--- src/rtl/psk_symbol_mapper.sv ---
// psk_symbol_mapper
//
// Unpacks IN_WIDTH-bit AXI-stream data words into one complex I/Q sample per
// symbol, MSB first. It supports BPSK (one bit per symbol) or QPSK (two bits
// per symbol), selectable per word, at a configurable amplitude. The packet
// tlast is carried onto the final symbol of a word. It honours full
// backpressure and streams back-to-back words with no idle cycles.
//
// Parameters:
//   IN_WIDTH    input word width, even, 2..64
//   AMP         positive symbol level (two's complement); bit 1 maps to -AMP
//
// Ports:
//   clk         rising-edge clock
//   reset       asynchronous, active-high reset
//   mode        0 = BPSK, 1 = QPSK; sampled when a word is accepted
//   in_tdata    packed input bits, MSB transmitted first
//   in_tlast    last word of the packet
//   in_tvalid   input valid
//   in_tready   input ready (never depends combinationally on in_tvalid)
//   out_tdata   sample {[31:16], [15:0]}; BPSK puts zero in [15:0]
//   out_tlast   last symbol of the packet
//   out_tvalid  output valid
//   out_tready  downstream ready
//   busy        a word is held or a symbol is still waiting at the output

module psk_symbol_mapper #(
    parameter int          IN_WIDTH = 32,
    parameter logic [15:0] AMP      = 16'h6665
) (
    input  logic                clk,
    input  logic                reset,
    input  logic                mode,
    input  logic [IN_WIDTH-1:0] in_tdata,
    input  logic                in_tlast,
    input  logic                in_tvalid,
    output logic                in_tready,
    output logic [31:0]         out_tdata,
    output logic                out_tlast,
    output logic                out_tvalid,
    input  logic                out_tready,
    output logic                busy
);

    localparam int          KW        = (IN_WIDTH > 2) ? $clog2(IN_WIDTH) : 1;
    localparam logic [15:0] NEG       = ~AMP + 16'd1;
    localparam logic [KW-1:0] LAST_BPSK = KW'(IN_WIDTH - 1);
    localparam logic [KW-1:0] LAST_QPSK = KW'(IN_WIDTH / 2 - 1);

    typedef enum logic {
        EMPTY,
        HOLD
    } state_t;

    state_t                state_q, state_d;
    logic [IN_WIDTH-1:0]   word_q, word_d;
    logic                  mode_q, mode_d;
    logic                  last_q, last_d;
    logic [KW-1:0]         k_q, k_d;
    logic [31:0]           outData_q, outData_d;
    logic                  outLast_q, outLast_d;
    logic                  outValid_q, outValid_d;

    logic                  adv;
    logic                  lastSym;
    logic                  accept;
    logic [KW-1:0]         lastIdx;
    logic [KW-1:0]         hiIdx;
    logic [KW-1:0]         loIdx;
    logic [15:0]           hiLevel;
    logic [15:0]           loLevel;
    logic [31:0]           symData;

    // The output register may take a new symbol whenever it is empty or
    // its current symbol is being consumed this cycle.
    assign adv     = !outValid_q || out_tready;
    assign lastIdx = mode_q ? LAST_QPSK : LAST_BPSK;
    assign lastSym = (k_q == lastIdx);

    // A new word is taken only when nothing is held, or when the held word's
    // final symbol is moving into the output register this very cycle. That
    // keeps words flowing back-to-back without a gap.
    assign in_tready = !reset && ((state_q == EMPTY) ||
                                  ((state_q == HOLD) && lastSym && adv));
    assign accept    = in_tvalid && in_tready;

    // Symbol k starts at bit IN_WIDTH-1-k (BPSK) or IN_WIDTH-1-2k (QPSK).
    // The QPSK second bit sits just below it.
    assign hiIdx   = mode_q ? (LAST_BPSK - (k_q << 1)) : (LAST_BPSK - k_q);
    assign loIdx   = hiIdx - KW'(1);
    assign hiLevel = word_q[hiIdx] ? NEG : AMP;
    assign loLevel = word_q[loIdx] ? NEG : AMP;
    assign symData = mode_q ? {loLevel, hiLevel} : {hiLevel, 16'h0000};

    // Next-state logic: load the next symbol when the output can advance,
    // then latch a newly accepted word. The accept overrides the drop to
    // EMPTY that the final symbol would otherwise cause.
    always_comb begin
        state_d    = state_q;
        word_d     = word_q;
        mode_d     = mode_q;
        last_d     = last_q;
        k_d        = k_q;
        outData_d  = outData_q;
        outLast_d  = outLast_q;
        outValid_d = outValid_q;

        if (adv) begin
            if (state_q == HOLD) begin
                outData_d  = symData;
                outLast_d  = last_q && lastSym;
                outValid_d = 1'b1;
                k_d        = k_q + KW'(1);
                if (lastSym) begin
                    state_d = EMPTY;
                end
            end else begin
                outValid_d = 1'b0;
            end
        end

        if (accept) begin
            word_d  = in_tdata;
            mode_d  = mode;
            last_d  = in_tlast;
            k_d     = '0;
            state_d = HOLD;
        end
    end

    // State and output registers. Reset discards any held word and any
    // pending sample at once.
    always_ff @(posedge clk or posedge reset) begin
        if (reset) begin
            state_q    <= EMPTY;
            word_q     <= '0;
            mode_q     <= 1'b0;
            last_q     <= 1'b0;
            k_q        <= '0;
            outData_q  <= 32'h0;
            outLast_q  <= 1'b0;
            outValid_q <= 1'b0;
        end else begin
            state_q    <= state_d;
            word_q     <= word_d;
            mode_q     <= mode_d;
            last_q     <= last_d;
            k_q        <= k_d;
            outData_q  <= outData_d;
            outLast_q  <= outLast_d;
            outValid_q <= outValid_d;
        end
    end

    assign out_tdata  = outData_q;
    assign out_tlast  = outLast_q;
    assign out_tvalid = outValid_q;
    assign busy       = (state_q == HOLD) || outValid_q;

endmodule

--- config.mk ---
export PLATFORM = sky130hd
export DESIGN_NAME = psk_symbol_mapper
export DESIGN_NICKNAME = d
export VERILOG_FILES = /design/src/rtl/psk_symbol_mapper.sv
export SDC_FILE = /design/constraint.sdc
export NUM_CORES = 1
export LEC_CHECK = 0
export CAP_MARGIN = 40
export CORE_MARGIN = 5
export CORE_UTILIZATION = 45
export DETAILED_ROUTE_END_ITERATION = 7
export PLACE_DENSITY = 0.84
export SKIP_CTS_REPAIR_TIMING = 1
export SLEW_MARGIN = 20
export SYNTH_ARGS = -nofsm -noshare
export SYNTH_HDL_FRONTEND = slang
export SYNTH_SLANG_ARGS = --single-unit
export TNS_END_PERCENT = 100
--- constraint.sdc ---
create_clock -name clk -period 2.97 [get_ports clk]
set_input_delay 0.4455 -clock clk [delete_from_list [all_inputs] [get_ports clk]]
set_output_delay 0.4455 -clock clk [all_outputs]
set_load 0.005 [all_outputs]
==> results by group, run 1 <==
Synth
  – Post-synthesis sequential area ratio: 0.3988
  – Mean Syn Cell Area: 10.87 sq um
  – Number of synthesized flops with an enable pin: 0
  – Most frequent cell after synthesis: dfrtp_1
  – Seq cells post-synth: 48
  – Synth top area share: 0.3988
  – Post-Syn Instances: 277
  – Main synth FF type: dfrtp_1
  – Synth cell count leaders: dfrtp_1, mux2_2, buf_4, nand2_1, clkbuf_1
  – Yosys warning total: 0
  – Mapped Area: 3012 sq um
  – Top cells by area, synth: dfrtp_1, mux2_2, buf_4
  – Syn Nets: 317
  – Biggest area consumer among synthesized cells: dfrtp_1
  – Ys async rst share: 1.000
  – Synth cell types: 55

Placement
  – Routability cong.: 0.9281
  – Port bufs: 73
  – Final HPWL DP: 4931 um
  – Placed inst area: 3659 sq um

Clock tree
  – Clock Sinks: 48
  – Cts bufs inserted: 5
  – CTS H-tree depth: 2
  – Clock Latency Late Sink: 0.31 ns
  – CTS tree: done
  – Max clock buf depth: 2
  – Root Buffer: clkbuf_8
  – CTS clk-pin slew, worst paths: 0.08 ns

Power
  – Logic gate share of total power: 0.589
  – Design internal power: 2.565 mW
  – Maximum VDD drop: 0.0004934 V
  – Clock power frac: 0.102
  – Sequential power share: 0.309
  – Leakage: 1.500 nW
  – Switching portion of total power: 0.3810
  – PnR Total Power: 4.143 mW
  – P_sw: 1.578 mW
  – Pwr dens: 1103 nW/um^2

Cells and area
  – Layout cell share with drive strength beyond 1: 0.2229
  – Final Cell Area: 3755 sq um
  – Area grow syn2layout: 24.68%
  – Final net count: 363
  – Util after Layout: 0.5846
  – Inserted Diodes: 0
  – Fill cell total of the finished layout: 513

STA
  – Rel. slew slack: 0.6043
  – Final slew viol count: 0
  – Endpoints failing setup: 0
  – TNS Setup: 0 ns
  – Final Critical Period: 2.716 ns
  – Final worst path period share: 0.9146
  – Least-Margin Pin Slew: 0.5935 ns
  – Final number of hold-violating endpoints: 0
  – Fmax achieved: 0.3681 GHz
  – Unrepaired setup endpoints after global routing: no
  – Clk_skew: 0.007017 ns
  – Hold Slack: 0.4703 ns

Critical path
  – CP Launch Type: flip-flop
  – Maximum fanout along the worst path: 8
  – Req. time, crit path: 3.14 ns
  – CP Data Arrival Time: 2.88 ns
  – CP endpoint kind: flip-flop
  – Crit Path Class: flip-flop to flip-flop

Floorplanning
  – Core area: 6422 sq um
  – Io pins: 74
  – Initial Utilization: 0.4689
  – Site Rows: 29
  – Total die area: 8428 sq um
  – Die Y: 91.81 um
  – DIE WIDTH: 91.81 um

Routing
  – Avg WL per Cell: 16.24 um
  – Drc violations: 0
  – Vias per std cell: 5.678
  – ANT nets after route: 0
  – Via Count: 2271
  – TritonRoute pass-1 iters: 4
  – DR iter-0 viols: 107
  – Post-Route WL: 6497 um

Global route
  – Global-route wire length before repair: 10820 um
  – Largest net degree at the start of global routing: 49
  – GRT overflow: 0
  – Antenna violations before repair: 0
  – Vias in the first global route: 2153
  – Total GRT Usage: 0.1572

Flow run
  – Max_cap viols: 0

Outcome
  – Outcome: complete, no violations

Min path
  – Hold crit path type: flip-flop to flip-flop
worst paths after layout:
check	cells after the start	slack [ns]	startpoint	end
setup reg to reg	8	0.25	mode_q$_DFFE_PP0P_	out_tdata[28]$_DFFE_PP0P_
setup / recovery	8	0.25	mode_q$_DFFE_PP0P_	out_tdata[28]$_DFFE_PP0P_
max in group asynchronous	3	1.95	reset	word_q[29]$_DFFE_PP0P_
min in group asynchronous	3	0.61	reset	word_q[16]$_DFFE_PP0P_
hold / removal	1	0.47	out_tdata[16]$_DFFE_PP0P_	out_tdata[16]$_DFFE_PP0P_
hold reg to reg	1	0.47	out_tdata[16]$_DFFE_PP0P_	out_tdata[16]$_DFFE_PP0P_
power groups by stage:
stage,Sequential (mW),Combinational (mW),Clock [mW]
after global routing,1.33,2.64,0.458
after global placement,1.28,2.39,0
after CTS,1.28,2.44,0.428
after floorplan,1.17,1.87,0
after detailed placement,1.29,2.43,0
final,1.28,2.44,0.423
kinds of logic (layout without fill, tap and decap cells):
family                     after synthesis  in the layout  share of synthesized area
DFF                                     48             48                     0.3988
AOI/OAI and AO/OA                       41             41                    0.09972
adders and majority gates                2              2                   0.008308
buffers and inverters                   52             98                     0.1026
and+or+nand+nor                         73             73                     0.1375
muxes                                   55             55                     0.2293
xor gates and xnor gates                 6              6                    0.02368
worst max-delay path, stage by stage (launching register included):
cell,delay (ns)
dfrtp_1,0.47
nand2b_1,0.24
nand2_1,0.08
ha_1,0.25
xor2_4,0.29
mux4_2,0.53
mux4_2,0.48
nand4_1,0.12
o221ai_1,0.11
final cells by class:
type	count	area [sq um]	share of cell area
Clock buffer	7	96.34	0.02566
Inverter	5	18.77	0.004998
Sequential cell	48	1201	0.3199
Multi-Input combinational cell	177	1501	0.3999
Timing Repair Buffer	86	840.8	0.2239
Tap cell	77	96.34	0.02566
flip-flops by register name, summed over array words and instances (netlist names):
register and cells:
word_q 32, state_q 1, mode_q 1, out_tlast 1, out_tvalid 1, out_tdata 6, k_q 5, last_q 1
placed cells by master (no fill, tap or decap), drive strengths merged, types with 3 or more instances in the layout:
cell,instances
and2,5
o21ai,6
o32ai,3
nand4,3
mux4,7
nand3b,6
nand2b,9
dfrtp,48
nor2,11
xor2,4
clkbuf,7
nand3,4
nand2,17
mux2,39
a21oi,7
mux2i,9
buf,13
inv,4
clkdlybuf4s50,73
nor2b,3
layer usage:
layer,vias up,routed length [um],track usage
met1,1099,2782,0.2092
met2,89,3120,0.2581
met4,0,82,0.04579
met3,10,511,0.03519
met5,-,0,0
li1,1073,-,-
stage by stage:
stage / std cells / setup WS [ns]
after floorplan: 277 / 0.01400
after detailed placement: 393 / 0.2530
after global routing: 400 / 0.08321
after CTS: 400 / 0.2302
final: 400 / 0.2537
after global placement: 393 / 0.3489
(Power assumes the default switching activity.)
==> run 2: changes to the inputs <==
--- a/config.mk
+++ b/config.mk
@@ -6,6 +6,7 @@
 export NUM_CORES = 1
 export LEC_CHECK = 0
 export CAP_MARGIN = 40
+export CORE_ASPECT_RATIO = 1.2
 export CORE_MARGIN = 5
 export CORE_UTILIZATION = 45
 export DETAILED_ROUTE_END_ITERATION = 7
==> run 2 against run 1 <==
Against the previous run:
- non-clock buffer count shrank 1
- critical path depth is the same
- clock skew shrank 0.0011 ns
- clock-buffer cell count shrank 2
- sequential cell count is the same
- sequential share of layout area shrank 0.16 points
- combinational power shrank 2%
- total power grew 0.75%
- worst hold slack lost 0.0015 ns
- highest routed layer unchanged
==> results by group, run 2 (synthesis results as in run 1) <==
Floorplanning
  – Die Y: 99.62 um
  – Total die area: 8435 sq um
  – Initial Utilization: 0.4643
  – Site Rows: 32
  – Core area: 6486 sq um
  – DIE WIDTH: 84.68 um
  – Io pins: 74

Global route
  – Antenna violations before repair: 0
  – Global-route wire length before repair: 10730 um
  – Vias in the first global route: 2196
  – GRT overflow: 0
  – Total GRT Usage: 0.1574
  – Largest net degree at the start of global routing: 41

Critical path
  – Slowest stage delay, CP: 0.55 ns
  – CP endpoint kind: flip-flop
  – Maximum fanout along the worst path: 7
  – CP dominant cell by count: mux4_2
  – Req. time, crit path: 3.15 ns
  – Crit Path Class: flip-flop to flip-flop
  – CP Launch Type: flip-flop
  – CP Data Arrival Time: 2.90 ns
  – CP max-delay cell: mux4_2
  – Crit path cell chain: nand2b_1, nand2_1, ha_1, xor2_4, mux4_2, mux4_2, nand4_1, o221ai_1

Clock tree
  – Max clock buf depth: 2
  – Clock Latency Late Sink: 0.31 ns
  – CTS H-tree depth: 2
  – CTS tree: done
  – Clock Sinks: 48
  – Cts bufs inserted: 5
  – Root Buffer: clkbuf_8
  – CTS clk-pin slew, worst paths: 0.09 ns

Cells and area
  – Final net count: 362
  – Util after Layout: 0.5818
  – Fill cell total of the finished layout: 558
  – Layout cell share with drive strength beyond 1: 0.2260
  – Register area: 1201 sq um
  – Largest register FFs: 32
  – Most frequent cells in the layout: clkdlybuf4s50_1, dfrtp_1, mux2_2, nand2_1
  – Most common cell after layout, fill and taps aside: clkdlybuf4s50_1
  – Area grow syn2layout: 25.30%
  – Inserted Diodes: 0
  – Top reg by flops: word_q
  – Multi-input gate area: 1501 sq um

Routing
  – ANT nets after route: 0
  – DR iter-0 viols: 142
  – Drc violations: 0
  – Via Count: 2284
  – Post-Route WL: 6603 um
  – Avg WL per Cell: 16.18 um
  – TritonRoute pass-1 iters: 4
  – Vias per std cell: 5.598

Placement
  – Routability cong.: 0.9425
  – Final HPWL DP: 5011 um
  – Port bufs: 73

STA
  – Fmax achieved: 0.3664 GHz
  – Final Critical Period: 2.729 ns
  – Endpoints failing setup: 0
  – TNS Setup: 0 ns
  – Unrepaired setup endpoints after global routing: no
  – Least-Margin Pin Slew: 0.5464 ns
  – Final worst path period share: 0.9188
  – Rel. slew slack: 0.6353
  – Final number of hold-violating endpoints: 0
  – Final slew viol count: 0
  – Clk_skew: 0.005952 ns

Power
  – PnR Total Power: 4.174 mW
  – Pwr dens: 1106 nW/um^2
  – Leakage: 1.501 nW
  – Maximum VDD drop: 0.0004889 V

Flow run
  – Max_cap viols: 0

Min path
  – Hold crit path type: flip-flop to flip-flop

Outcome
  – Outcome: complete, no violations
[run 2: area by class of cell]
cell class / count / share of cell area
multi-input cells: 177 / 0.3979
clock buffers: 5 / 0.01824
repair buffers: 85 / 0.2208
flip-flops and latches: 48 / 0.3183
inverters: 5 / 0.005305
clock inverters: 3 / 0.01127
well taps: 85 / 0.02818
[run 2: power breakdown]
group / switching (mW) / leakage (nW) / internal [mW]
clock network: 0.223 / 0.0541 / 0.249
logic: 1.02 / 0.874 / 1.38
registers: 0.341 / 0.573 / 0.957
total: 1.58 / 1.50 / 2.59
[run 2: routing by layer]
metal	up-vias	GRT usage	share of wire
met4	0	0.07186	0.034
li1	1076	-	-
met5	-	0	0
met2	104	0.2592	0.48
met3	21	0.04391	0.078
met1	1083	0.1915	0.41
[run 2: per-stage QoR]
step / cell area, sq um / hold WS [ns] / instances / setup WS [ns]
finish: 3774 / 0.4687 / 408 / 0.2411
floorplan: 3012 / 0.4590 / 277 / 0.01400
detailed placement: 3662 / 0.4514 / 400 / 0.2616
global placement: 3661 / 0.4505 / 400 / 0.3839
CTS: 3774 / 0.4760 / 408 / 0.2314
global route: 3774 / 0.5015 / 408 / 0.09962
[run 2: path summary, 6_finish.rpt]
| check | depth (start not counted) | to | startpoint | slack, ns |
|---|---|---|---|---|
| min | 1 | out_tdata[16]$_DFFE_PP0P_ | out_tdata[16]$_DFFE_PP0P_ | 0.47 |
| max in group asynchronous | 3 | word_q[1]$_DFFE_PP0P_ | reset | 1.93 |
| min reg2reg | 1 | out_tdata[16]$_DFFE_PP0P_ | out_tdata[16]$_DFFE_PP0P_ | 0.47 |
| max reg2reg | 8 | out_tdata[28]$_DFFE_PP0P_ | mode_q$_DFFE_PP0P_ | 0.24 |
| max | 8 | out_tdata[28]$_DFFE_PP0P_ | mode_q$_DFFE_PP0P_ | 0.24 |
| min in group asynchronous | 2 | state_q$_DFFE_PP0P_ | reset | 0.51 |
[run 2: worst max-delay path, delay by kind of cell (launching register included)]
| family | cells | cell delay [ns] |
|---|---|---|
| compound gates | 1 | 0.11 |
| xor+xnor | 1 | 0.29 |
| fa+ha+maj | 1 | 0.27 |
| flops | 1 | 0.46 |
| mux | 2 | 1.00 |
| simple gates | 3 | 0.46 |
==> run 3: changes to the inputs <==
--- a/config.mk
+++ b/config.mk
@@ -10,7 +10,7 @@
 export CORE_MARGIN = 5
 export CORE_UTILIZATION = 45
 export DETAILED_ROUTE_END_ITERATION = 7
-export PLACE_DENSITY = 0.84
+export PLACE_DENSITY_LB_ADDON = 0.3
 export SKIP_CTS_REPAIR_TIMING = 1
 export SLEW_MARGIN = 20
 export SYNTH_ARGS = -nofsm -noshare
==> run 3 against run 2 <==
Against the previous run:
- first-iteration DRC count grew 5.6%
- sequential share of layout area increased by 0.44 points
- sequential power grew 3%
- sequential cell count unchanged
==> results by group, run 3 (synthesis results as in run 1) <==
Clock tree
  – Max clock buf depth: 2
  – Clock Sinks: 48
  – CTS H-tree depth: 2
  – CTS tree: done
  – Root Buffer: clkbuf_8
  – Clock Latency Late Sink: 0.30 ns
  – Cts bufs inserted: 5
  – CTS clk-pin slew, worst paths: 0.08 ns

Placement
  – Final HPWL DP: 5345 um
  – Dpl cells: 398
  – Placed inst area: 3647 sq um
  – Routability cong.: 0.8836
  – Port bufs: 73
  – DP Worst Slack: 0.2340 ns

Floorplanning
  – Io pins: 74
  – Site Rows: 32
  – Total die area: 8435 sq um
  – Die Y: 99.62 um
  – Core area: 6486 sq um
  – DIE WIDTH: 84.68 um
  – Initial Utilization: 0.4643

Power
  – Switching portion of total power: 0.3891
  – Sequential power share: 0.330
  – PnR Total Power: 4.069 mW
  – Maximum VDD drop: 0.0004632 V
  – Leakage: 1.477 nW
  – Pwr dens: 1092 nW/um^2
  – Logic gate share of total power: 0.581
  – Design internal power: 2.486 mW
  – Clock power frac: 0.089
  – P_sw: 1.583 mW

Global route
  – Vias in the first global route: 2275
  – GRT overflow: 0
  – Antenna violations before repair: 0
  – Largest net degree at the start of global routing: 41
  – Total GRT Usage: 0.1692
  – Global-route wire length before repair: 11460 um

STA
  – Final Critical Period: 2.803 ns
  – Rel. slew slack: 0.6326
  – TNS Setup: 0 ns
  – Final number of hold-violating endpoints: 0
  – Final slew viol count: 0
  – Hold Slack: 0.4665 ns
  – Least-Margin Pin Slew: 0.5505 ns
  – Final worst path period share: 0.9436
  – Endpoints failing setup: 0
  – Fmax achieved: 0.3568 GHz
  – Post-route setup slack: 0.1674 ns
  – Clk_skew: 0.005345 ns
  – Unrepaired setup endpoints after global routing: no

Cells and area
  – Fill cell total of the finished layout: 587
  – Multi-input gate area: 1501 sq um
  – Register area: 1202 sq um
  – Largest register FFs: 32
  – Util after Layout: 0.5745
  – Most frequent cells in the layout: clkdlybuf4s50_1, dfrtp_1, mux2_2, nand2_1, nor2_1
  – Final Cell Area: 3726 sq um
  – Area grow syn2layout: 23.72%
  – Final net count: 360
  – Layout cell share with drive strength beyond 1: 0.2188
  – Most common cell after layout, fill and taps aside: clkdlybuf4s50_1
  – Inserted Diodes: 0
  – Top reg by flops: word_q
  – Finished Layout Cells: 405

Critical path
  – CP Launch Type: flip-flop
  – Crit Path Class: flip-flop to primary output
  – CP Data Arrival Time: 2.36 ns
  – Maximum fanout along the worst path: 14
  – Req. time, crit path: 2.52 ns
  – CP endpoint kind: primary output

Flow run
  – Max_cap viols: 0

Routing
  – Vias per std cell: 5.657
  – DR WL met2: 3432 um
  – Met1 WL: 2756 um
  – Via Count: 2291
  – Avg WL per Cell: 17.07 um
  – TritonRoute pass-1 iters: 4
  – Drc violations: 0
  – DR iter-0 viols: 150
  – Post-Route WL: 6912 um
  – ANT nets after route: 0
  – Metal3 WL: 538 um
  – Top sig layer: met4

Outcome
  – Outcome: complete, no violations

Min path
  – Hold crit path type: flip-flop to flip-flop
run 3: area by class of cell:
cell class,instances,share of cell area
sequential,48,0.3227
inverter,5,0.005373
clock inverter,1,0.001343
clock buffer,6,0.01948
timing repair buffer,83,0.2196
tap,85,0.02854
multi-input combinational,177,0.4030
run 3: path summary, 6_finish.rpt:
| path | startpoint | end | slack (ns) | cells after the start |
|---|---|---|---|---|
| min | out_tdata[16]$_DFFE_PP0P_ | out_tdata[16]$_DFFE_PP0P_ | 0.47 | 1 |
| max in group asynchronous | reset | k_q[1]$_DFFE_PP0P_ | 1.89 | 3 |
| min in group asynchronous | reset | word_q[17]$_DFFE_PP0P_ | 0.53 | 2 |
| max | mode_q$_DFFE_PP0P_ | in_tready | 0.17 | 6 |
| max reg2reg | mode_q$_DFFE_PP0P_ | out_tdata[28]$_DFFE_PP0P_ | 0.23 | 8 |
| min reg2reg | out_tdata[16]$_DFFE_PP0P_ | out_tdata[16]$_DFFE_PP0P_ | 0.47 | 1 |
run 3: worst max-delay path: stages (launching register included):
cell             delay [ns]
dfrtp_1                0.56
buf_4                  0.28
xor2_1                 0.16
nand4_1                0.15
nand2b_1               0.20
a21oi_1                0.19
clkdlybuf4s50_1        0.53
run 3: routing by layer:
metal | vias to the layer above | GRT usage
met4 | 0 | 0.07674
met3 | 14 | 0.03314
met5 | - | 0
met2 | 98 | 0.2869
li1 | 1068 | -
met1 | 1111 | 0.2075
run 3: power by group through the flow:
stage	Sequential [mW]	Clock, mW	Combinational (mW)
floorplan	1.17	0	1.87
global placement	1.33	0	2.31
detailed placement	1.35	0	2.36
CTS	1.34	0.377	2.37
global route	1.39	0.409	2.57
finish	1.34	0.363	2.36
